[config.mk]
export PLATFORM = sky130hd
export DESIGN_NAME = imm_gen_pipe
export DESIGN_NICKNAME = d
export VERILOG_FILES = /design/src/rtl/imm_gen_pipe.sv
export SDC_FILE = /design/constraint.sdc
export NUM_CORES = 1
export LEC_CHECK = 0
export ABC_CLOCK_PERIOD_IN_PS = 3500
export CAP_MARGIN = 10
export CORE_MARGIN = 5
export CORE_UTILIZATION = 45
export CTS_CLUSTER_DIAMETER = 200
export CTS_CLUSTER_SIZE = 12
export DETAILED_ROUTE_END_ITERATION = 8
export PLACE_DENSITY = 0.86
export SKIP_LAST_GASP = 1
export SLEW_MARGIN = 20
export SYNTH_ARGS = -nofsm -noshare
export SYNTH_HDL_FRONTEND = slang
export SYNTH_SLANG_ARGS = --single-unit
[constraint.sdc]
create_clock -name clk -period 3.5 [get_ports clk]
set_input_delay 0.525 -clock clk [delete_from_list [all_inputs] [get_ports clk]]
set_output_delay 0.525 -clock clk [all_outputs]
set_load 0.02 [all_outputs]
[src/rtl/imm_gen_pipe.sv]
// RISC-V immediate generator with a single registered valid/ready output stage.
// Optional error counter output err_cnt is enabled by defining IMM_GEN_ERR_CNT_EN.
module imm_gen_pipe #(
   parameter int XLEN     = 32,
   parameter int TAG_W    = 4,
   parameter int AUTO_DEC = 0
) (
   input  logic             clk,
   input  logic             rst_n,
   input  logic             in_valid,
   output logic             in_ready,
   input  logic [31:0]      ins,
   input  logic [2:0]       sel,
   input  logic [TAG_W-1:0] in_tag,
   output logic             out_valid,
   input  logic             out_ready,
   output logic [XLEN-1:0]  imm,
   output logic [TAG_W-1:0] out_tag,
   output logic             out_err
`ifdef IMM_GEN_ERR_CNT_EN
   ,
   output logic [15:0]      err_cnt
`endif
);

   typedef enum logic [2:0] {
      FMT_I     = 3'd0,
      FMT_S     = 3'd1,
      FMT_B     = 3'd2,
      FMT_U     = 3'd3,
      FMT_J     = 3'd4,
      FMT_SHAMT = 3'd5,
      FMT_ZIMM  = 3'd6,
      FMT_RSV   = 3'd7
   } fmt_e;

   fmt_e            auto_fmt;
   fmt_e            fmt;
   logic [6:0]      opcode;
   logic [2:0]      funct3;
   logic [XLEN-1:0] imm_d, imm_q;
   logic            err_d, err_q;
   logic            valid_q;
   logic [TAG_W-1:0] tag_q;
   logic            in_fire;
   logic            out_fire;

   assign opcode = ins[6:0];
   assign funct3 = ins[14:12];

   always_comb begin
      auto_fmt = FMT_RSV;
      case (opcode)
         7'b0000011, 7'b1100111: auto_fmt = FMT_I;
         7'b0010011: auto_fmt = (funct3 == 3'b001 || funct3 == 3'b101) ? FMT_SHAMT : FMT_I;
         7'b0100011: auto_fmt = FMT_S;
         7'b1100011: auto_fmt = FMT_B;
         7'b0110111, 7'b0010111: auto_fmt = FMT_U;
         7'b1101111: auto_fmt = FMT_J;
         7'b1110011: auto_fmt = funct3[2] ? FMT_ZIMM : FMT_I;
         default:    auto_fmt = FMT_RSV;
      endcase
   end

   assign fmt = (AUTO_DEC != 0) ? auto_fmt : fmt_e'(sel);

   // Signed sources are size-cast so they sign-extend to XLEN; zero-extended fields stay unsigned.
   always_comb begin
      imm_d = '0;
      err_d = 1'b0;
      case (fmt)
         FMT_I:     imm_d = XLEN'($signed(ins[31:20]));
         FMT_S:     imm_d = XLEN'($signed({ins[31:25], ins[11:7]}));
         FMT_B:     imm_d = XLEN'($signed({ins[31], ins[7], ins[30:25], ins[11:8], 1'b0}));
         FMT_U:     imm_d = XLEN'($signed({ins[31:12], 12'h000}));
         FMT_J:     imm_d = XLEN'($signed({ins[31], ins[19:12], ins[20], ins[30:21], 1'b0}));
         FMT_SHAMT: imm_d = (XLEN == 64) ? XLEN'(ins[25:20]) : XLEN'(ins[24:20]);
         FMT_ZIMM:  imm_d = XLEN'(ins[19:15]);
         default:   err_d = 1'b1;
      endcase
   end

   // Handshake: a beat moves when valid && ready on the same rising edge. The output
   // register can take a new beat whenever it is empty or being drained this cycle;
   // the output side holds imm/out_tag/out_err/out_valid steady until out_ready.
   assign in_ready = !rst_n || !valid_q || out_ready;
   assign in_fire  = in_valid && in_ready;
   assign out_fire = valid_q && out_ready;

   always_ff @(posedge clk) begin
      if (!rst_n) begin
         valid_q <= 1'b0;
         imm_q   <= '0;
         tag_q   <= '0;
         err_q   <= 1'b0;
      end else if (in_fire) begin
         valid_q <= 1'b1;
         imm_q   <= imm_d;
         tag_q   <= in_tag;
         err_q   <= err_d;
      end else if (out_fire) begin
         valid_q <= 1'b0;
      end
   end

`ifdef IMM_GEN_ERR_CNT_EN
   logic [15:0] err_cnt_q;

   always_ff @(posedge clk) begin
      if (!rst_n) begin
         err_cnt_q <= '0;
      end else if (in_fire && err_d && (err_cnt_q != 16'hFFFF)) begin
         err_cnt_q <= err_cnt_q + 16'd1;
      end
   end

   assign err_cnt = err_cnt_q;
`endif

   assign out_valid = valid_q;
   assign imm       = imm_q;
   assign out_tag   = tag_q;
   assign out_err   = err_q;

endmodule

==> results of run 1 <==
[area by class of cell]
| cell class | count | share of cell area, % |
|---|---|---|
| multi-input combinational | 156 | 36.0 |
| timing repair buffer | 78 | 29.3 |
| sequential | 38 | 29.0 |
| clock buffer | 6 | 3.14 |
| tap | 50 | 2.38 |
| inverter | 1 | 0.143 |
[cell families (layout without fill, tap and decap cells)]
group | count (synthesis) | in the layout | synth area share, %
AO/OA/AOI/OAI | 69 | 69 | 23.1
XOR/XNOR | 1 | 1 | 0.480
buffers and inverters | 17 | 85 | 6.58
flip-flops | 38 | 38 | 41.6
multiplexers | 8 | 8 | 4.45
AND/OR/NAND/NOR | 78 | 78 | 23.8
[layer usage]
metal / share of wire [%] / wire [um] / GRT usage, % / vias up
met5: 0 / 0 / 0 / -
met3: 8.5 / 429 / 6.70 / 6
met2: 49 / 2450 / 31.7 / 76
li1: - / - / - / 887
met4: 1.3 / 63 / 5.43 / 0
met1: 41 / 2080 / 22.5 / 817
[Yosys cell counts (2+ instances only)]
cell and n:
buf_4 5, o21ai_0 13, nor2_1 6, clkbuf_1 3, nand2_1 19, and3_1 6
o21ai_1 5, nand3b_1 4, a221oi_1 4, nor2b_1 8, nor3b_1 3, nand2_2 2
dfxtp_1 38, nand3_1 19, nand2b_1 3, buf_2 5, o21ai_2 9, a21oi_1 27
mux2i_1 7, buf_6 2, o21a_1 2, a21boi_0 6
[flip-flops by register name, indices dropped and copies added, names as in the netlist]
register / flops
imm: 32
out_err: 1
out_tag: 4
out_valid: 1
[per-stage QoR]
stage	power (uW)	cell area, um^2	util, %	setup slack [ns]	instances
after floorplan	610	1830	-	1.92	211
after global placement	714	2540	64.1	1.15	323
after detailed placement	717	2540	64.1	1.16	323
after CTS	1010	2630	66.1	1.20	329
after global routing	1050	2630	66.1	1.20	329
final	1000	2630	66.1	1.21	329
[report_power, final]
group          switching (uW)  total, uW  internal, uW  leakage [uW]
combinational             121        237           117      0.000610
sequential               12.9        471           458      0.000312
clock                     142        294           152     0.0000431
[critical path, cell delays in order]
cell and delay (ns):
clkdlybuf4s50_1 0.47, nand3b_2 0.15, clkdlybuf4s50_1 0.62
[worst max path at each step]
stage,slack [ns],endpoint,start
after floorplan,1.92,imm[4],out_ready
after global placement,1.15,imm[18],sel[2]
after detailed placement,1.16,imm[18],sel[2]
after CTS,1.20,in_ready,out_ready
after global routing,1.20,in_ready,out_ready
final,1.21,in_ready,out_ready
==> impl_metrics.ini, run 1 <==
[status]
status = finished, final reports clean

[cts]
hold_buffers = 0
numCtsBuffers = 5
clk_latency_ns = 0.29
cts-root-buf = clkbuf_8
cts_tree = yes
cts_setup_buffers = 0
cts.htree.levels = 2
cts.path.max_buffers = 2
clock-sinks = 38
path_clk_slew_ns = 0.07
post_cts_resized = 0

[yosys]
ys_warn_count = 0
synth_top_area_share_pct = 41.6
synth_cells = 211
synth_edf_count = 0
ys_ff_latch = 38
synthArstFlopShare_pct = 0
synth_area_per_cell_um2 = 8.66
seq_area_frac_synth_pct = 41.6
synth_fp_nets = 254
synth_cell_type_count = 37
synth_top_cell_by_area = dfxtp_1
synth.area.top_cells = dfxtp_1 (42%), a21oi_1 (7.4%), nand3_1 (5.2%)
syn_area_um2 = 1830
synth_flop_cell = dfxtp_1

[grt]
track_usage_pct = 18.8
grt_pass1_vias = 1684
grt_pass1_wl_um = 7820
grt_max_degree = 40
antenna_found_initial = 0
overflow = 0

[worst_setup_path]
rrSetupSlack_ns = 2.02
r2r_start = out_valid
r2r_cells = 5
worstReg2RegEnd = imm[22]
end_kind = output pin
crit_fanout = 3
cp.required_ns = 2.97
path_class = in -> out
arrival_ns = 1.76
cp-start-kind = input port

[sta]
setup_viol = 0
tns_ns = 0
rsz0062_at_grt = no
skew_ns = 0.00447
post-route-min-period_ns = 2.29
relSlewSlack_pct = 65.4
worst_slew_pin_slew_ns = 0.518
clock.fmax_ghz = 0.437
whs_ns = 0.463
period_share_pct = 65.3
finalHoldViolations = 0
final-max-slew-violation-count = 0

[power]
p_leak_uw = 0.000965
power_density_nw_per_um2 = 381
vdd_drop_max_mv = 0.292

[floorplan]
fp.dieArea_um2 = 5430
pin_count = 82
fp.coreArea_um2 = 3970
fp.dieW_um = 73.7
num_rows = 23
initial_core_util_pct = 46.0
die_y_um = 73.7

[finish]
final_common_cell = clkdlybuf4s50_1
layout.nets = 323
final_cell_mix = clkdlybuf4s50_1 (74), dfxtp_1 (38), a21oi_1 (27)
multiInputGateArea_um2 = 946
area_growth_pct = 43.8
drive_gt1_share_pct = 9.32
num_antenna_cells = 0
register_area_um2 = 761
nFillCells = 347

[placement]
port_buffers = 74
place_congestion = 0.845
hpwlAfterDp_um = 3630

[route]
wl_per_cell_um = 15.3
drc_errors = 0
wl_um = 5020
via_per_inst = 5.43
drt-pass1-iter-count = 4
drtAntennaViolNets = 0
num_vias = 1786
drt_iter0_drc = 76

[hold_path]
hp-start = out_tag[2]
holdPathEnd = out_tag[2]
min_path_type = reg -> reg
min_path_cells = 2

[run]
maxCapViolations = 0
No activity file was read; power rests on OpenSTA's default activity.
==> run 2: changes to the inputs <==
ABC_CLOCK_PERIOD_IN_PS = 2200   (was 3500)
CORE_UTILIZATION = 41   (was 45)
PLACE_DENSITY = 0.79   (was 0.86)
clock period = 2.2 ns   (was 3.5 ns; I/O delays follow)
==> run 2 against run 1 <==
  * Global-route usage fell by 1.6 points
  * Highest routed layer unchanged
  * Critical path type unchanged
  * Core utilization fell by 3.7 points
  * Register-to-register slack got worse by 1.1 ns
  * Clock power rose by 98%
==> impl_metrics.ini, run 2 (synthesis results as in run 1) <==
[grt]
track_usage_pct = 17.2
antenna_found_initial = 0
grt_pass1_vias = 1797
grt_max_degree = 40
overflow = 0
grt_pass1_wl_um = 8340

[status]
status = finished, final reports clean

[placement]
hpwlAfterDp_um = 3850
dp_slack_ns = 0.291
dp.cells = 331
place_congestion = 0.839
port_buffers = 74

[sta]
worst_slack_ns = 0.288
relSlewSlack_pct = 69.6
post-route-min-period_ns = 1.91
setup_viol = 0
tns_ns = 0
skew_ns = 0.00366
finalHoldViolations = 0
rsz0062_at_grt = no
clock.fmax_ghz = 0.523
period_share_pct = 86.9
worst_slew_pin_slew_ns = 0.445
final-max-slew-violation-count = 0

[floorplan]
fp.dieW_um = 76.8
fp.dieArea_um2 = 5890
num_rows = 24
die_y_um = 76.8
fp.coreArea_um2 = 4320
pin_count = 82
initial_core_util_pct = 42.2

[finish]
fin_cells = 339
multiInputGateArea_um2 = 946
num_antenna_cells = 0
layout.nets = 329
register_area_um2 = 761
final_cell_mix = clkdlybuf4s50_1 (74), dfxtp_1 (38), a21oi_1 (27)
nFillCells = 415
drive_gt1_share_pct = 11.8
area_growth_pct = 47.8
final_common_cell = clkdlybuf4s50_1
largest_register_ffs = 32
fin_util_pct = 62.4

[worst_setup_path]
rrSetupSlack_ns = 0.93
cp_cell_sequence = clkdlybuf4s50_1 -> nand3b_2 -> clkdlybuf4s50_1
max_stage_delay_ns = 0.61
end_kind = output pin
crit_slowest_cell = clkdlybuf4s50_1
crit_fanout = 3
path_class = in -> out
arrival_ns = 1.58
cp-start-kind = input port
crit_path_frequent_cell = clkdlybuf4s50_1
cp.required_ns = 1.87

[cts]
cts.path.max_buffers = 2
clk_latency_ns = 0.29
cts_setup_buffers = 0
path_clk_slew_ns = 0.07
hold_buffers = 0
post_cts_resized = 0
cts_tree = yes
numCtsBuffers = 5
clock-sinks = 38
cts.htree.levels = 2
cts-root-buf = clkbuf_8

[route]
drtAntennaViolNets = 0
wl_per_cell_um = 15.2
drc_errors = 0
num_vias = 1786
drt-pass1-iter-count = 4
via_per_inst = 5.27
drt_iter0_drc = 92
wl_um = 5160

[power]
vdd_drop_max_mv = 0.445
p_leak_uw = 0.00101
power_density_nw_per_um2 = 637
power_uw = 1720

[run]
maxCapViolations = 0

[hold_path]
min_path_type = reg -> reg
## run 2: cell types whose count changed in the layout (fill, tap and decap cells not counted), sizes merged
cell / before / now
clkinv: 0 / 2
bufinv: 0 / 1
clkbuf: 6 / 5
buf: 4 / 10
## run 2: stage by stage
step | cell area [um^2] | hold slack, ns
6_report | 2700 | 0.468
5_1_grt | 2700 | 0.496
4_1_cts | 2700 | 0.471
3_5_place_dp | 2590 | 0.463
3_3_place_gp | 2590 | 0.450
2_1_floorplan | 1830 | 0.454
## run 2: worst paths after layout
check          endpoint  startpoint  cells past startpoint
max            in_ready   out_ready                      3
min          out_tag[0]  out_tag[0]                      2
max reg2reg     imm[10]   out_valid                      5
min reg2reg  out_tag[0]  out_tag[0]                      2
## run 2: worst max-delay path: cells and delay by family
family	cells	cell delay, ns
buffers and inverters	2	1.10
and+or+nand+nor	1	0.15
## run 2: layout make-up
type | count | area share (%)
Clock buffer | 5 | 2.55
Clock inverter | 3 | 1.48
Inverter | 1 | 0.139
Multi-Input combinational cell | 156 | 35.0
Sequential cell | 38 | 28.2
Tap cell | 52 | 2.41
Timing Repair Buffer | 84 | 30.2
## run 2: report_power, final
| group | switching, uW | internal, uW |
|---|---|---|
| sequential | 19.8 | 728 |
| clock | 250 | 334 |
| combinational | 195 | 193 |
| total | 464 | 1250 |
## run 2: metal layers
metal	track usage [%]	wire, um
met1	19.5	2180
met2	29.0	2400
met3	7.61	507
met4	4.90	68
met5	0	0
==> run 3: changes to the inputs <==
CTS_CLUSTER_SIZE = default   (was 12)
HOLD_SLACK_MARGIN = 0.03   (was default)
SKIP_LAST_GASP = default   (was 1)
==> results of run 3 <==
The final DEF is identical to that of run 2; final timing and power are the same.
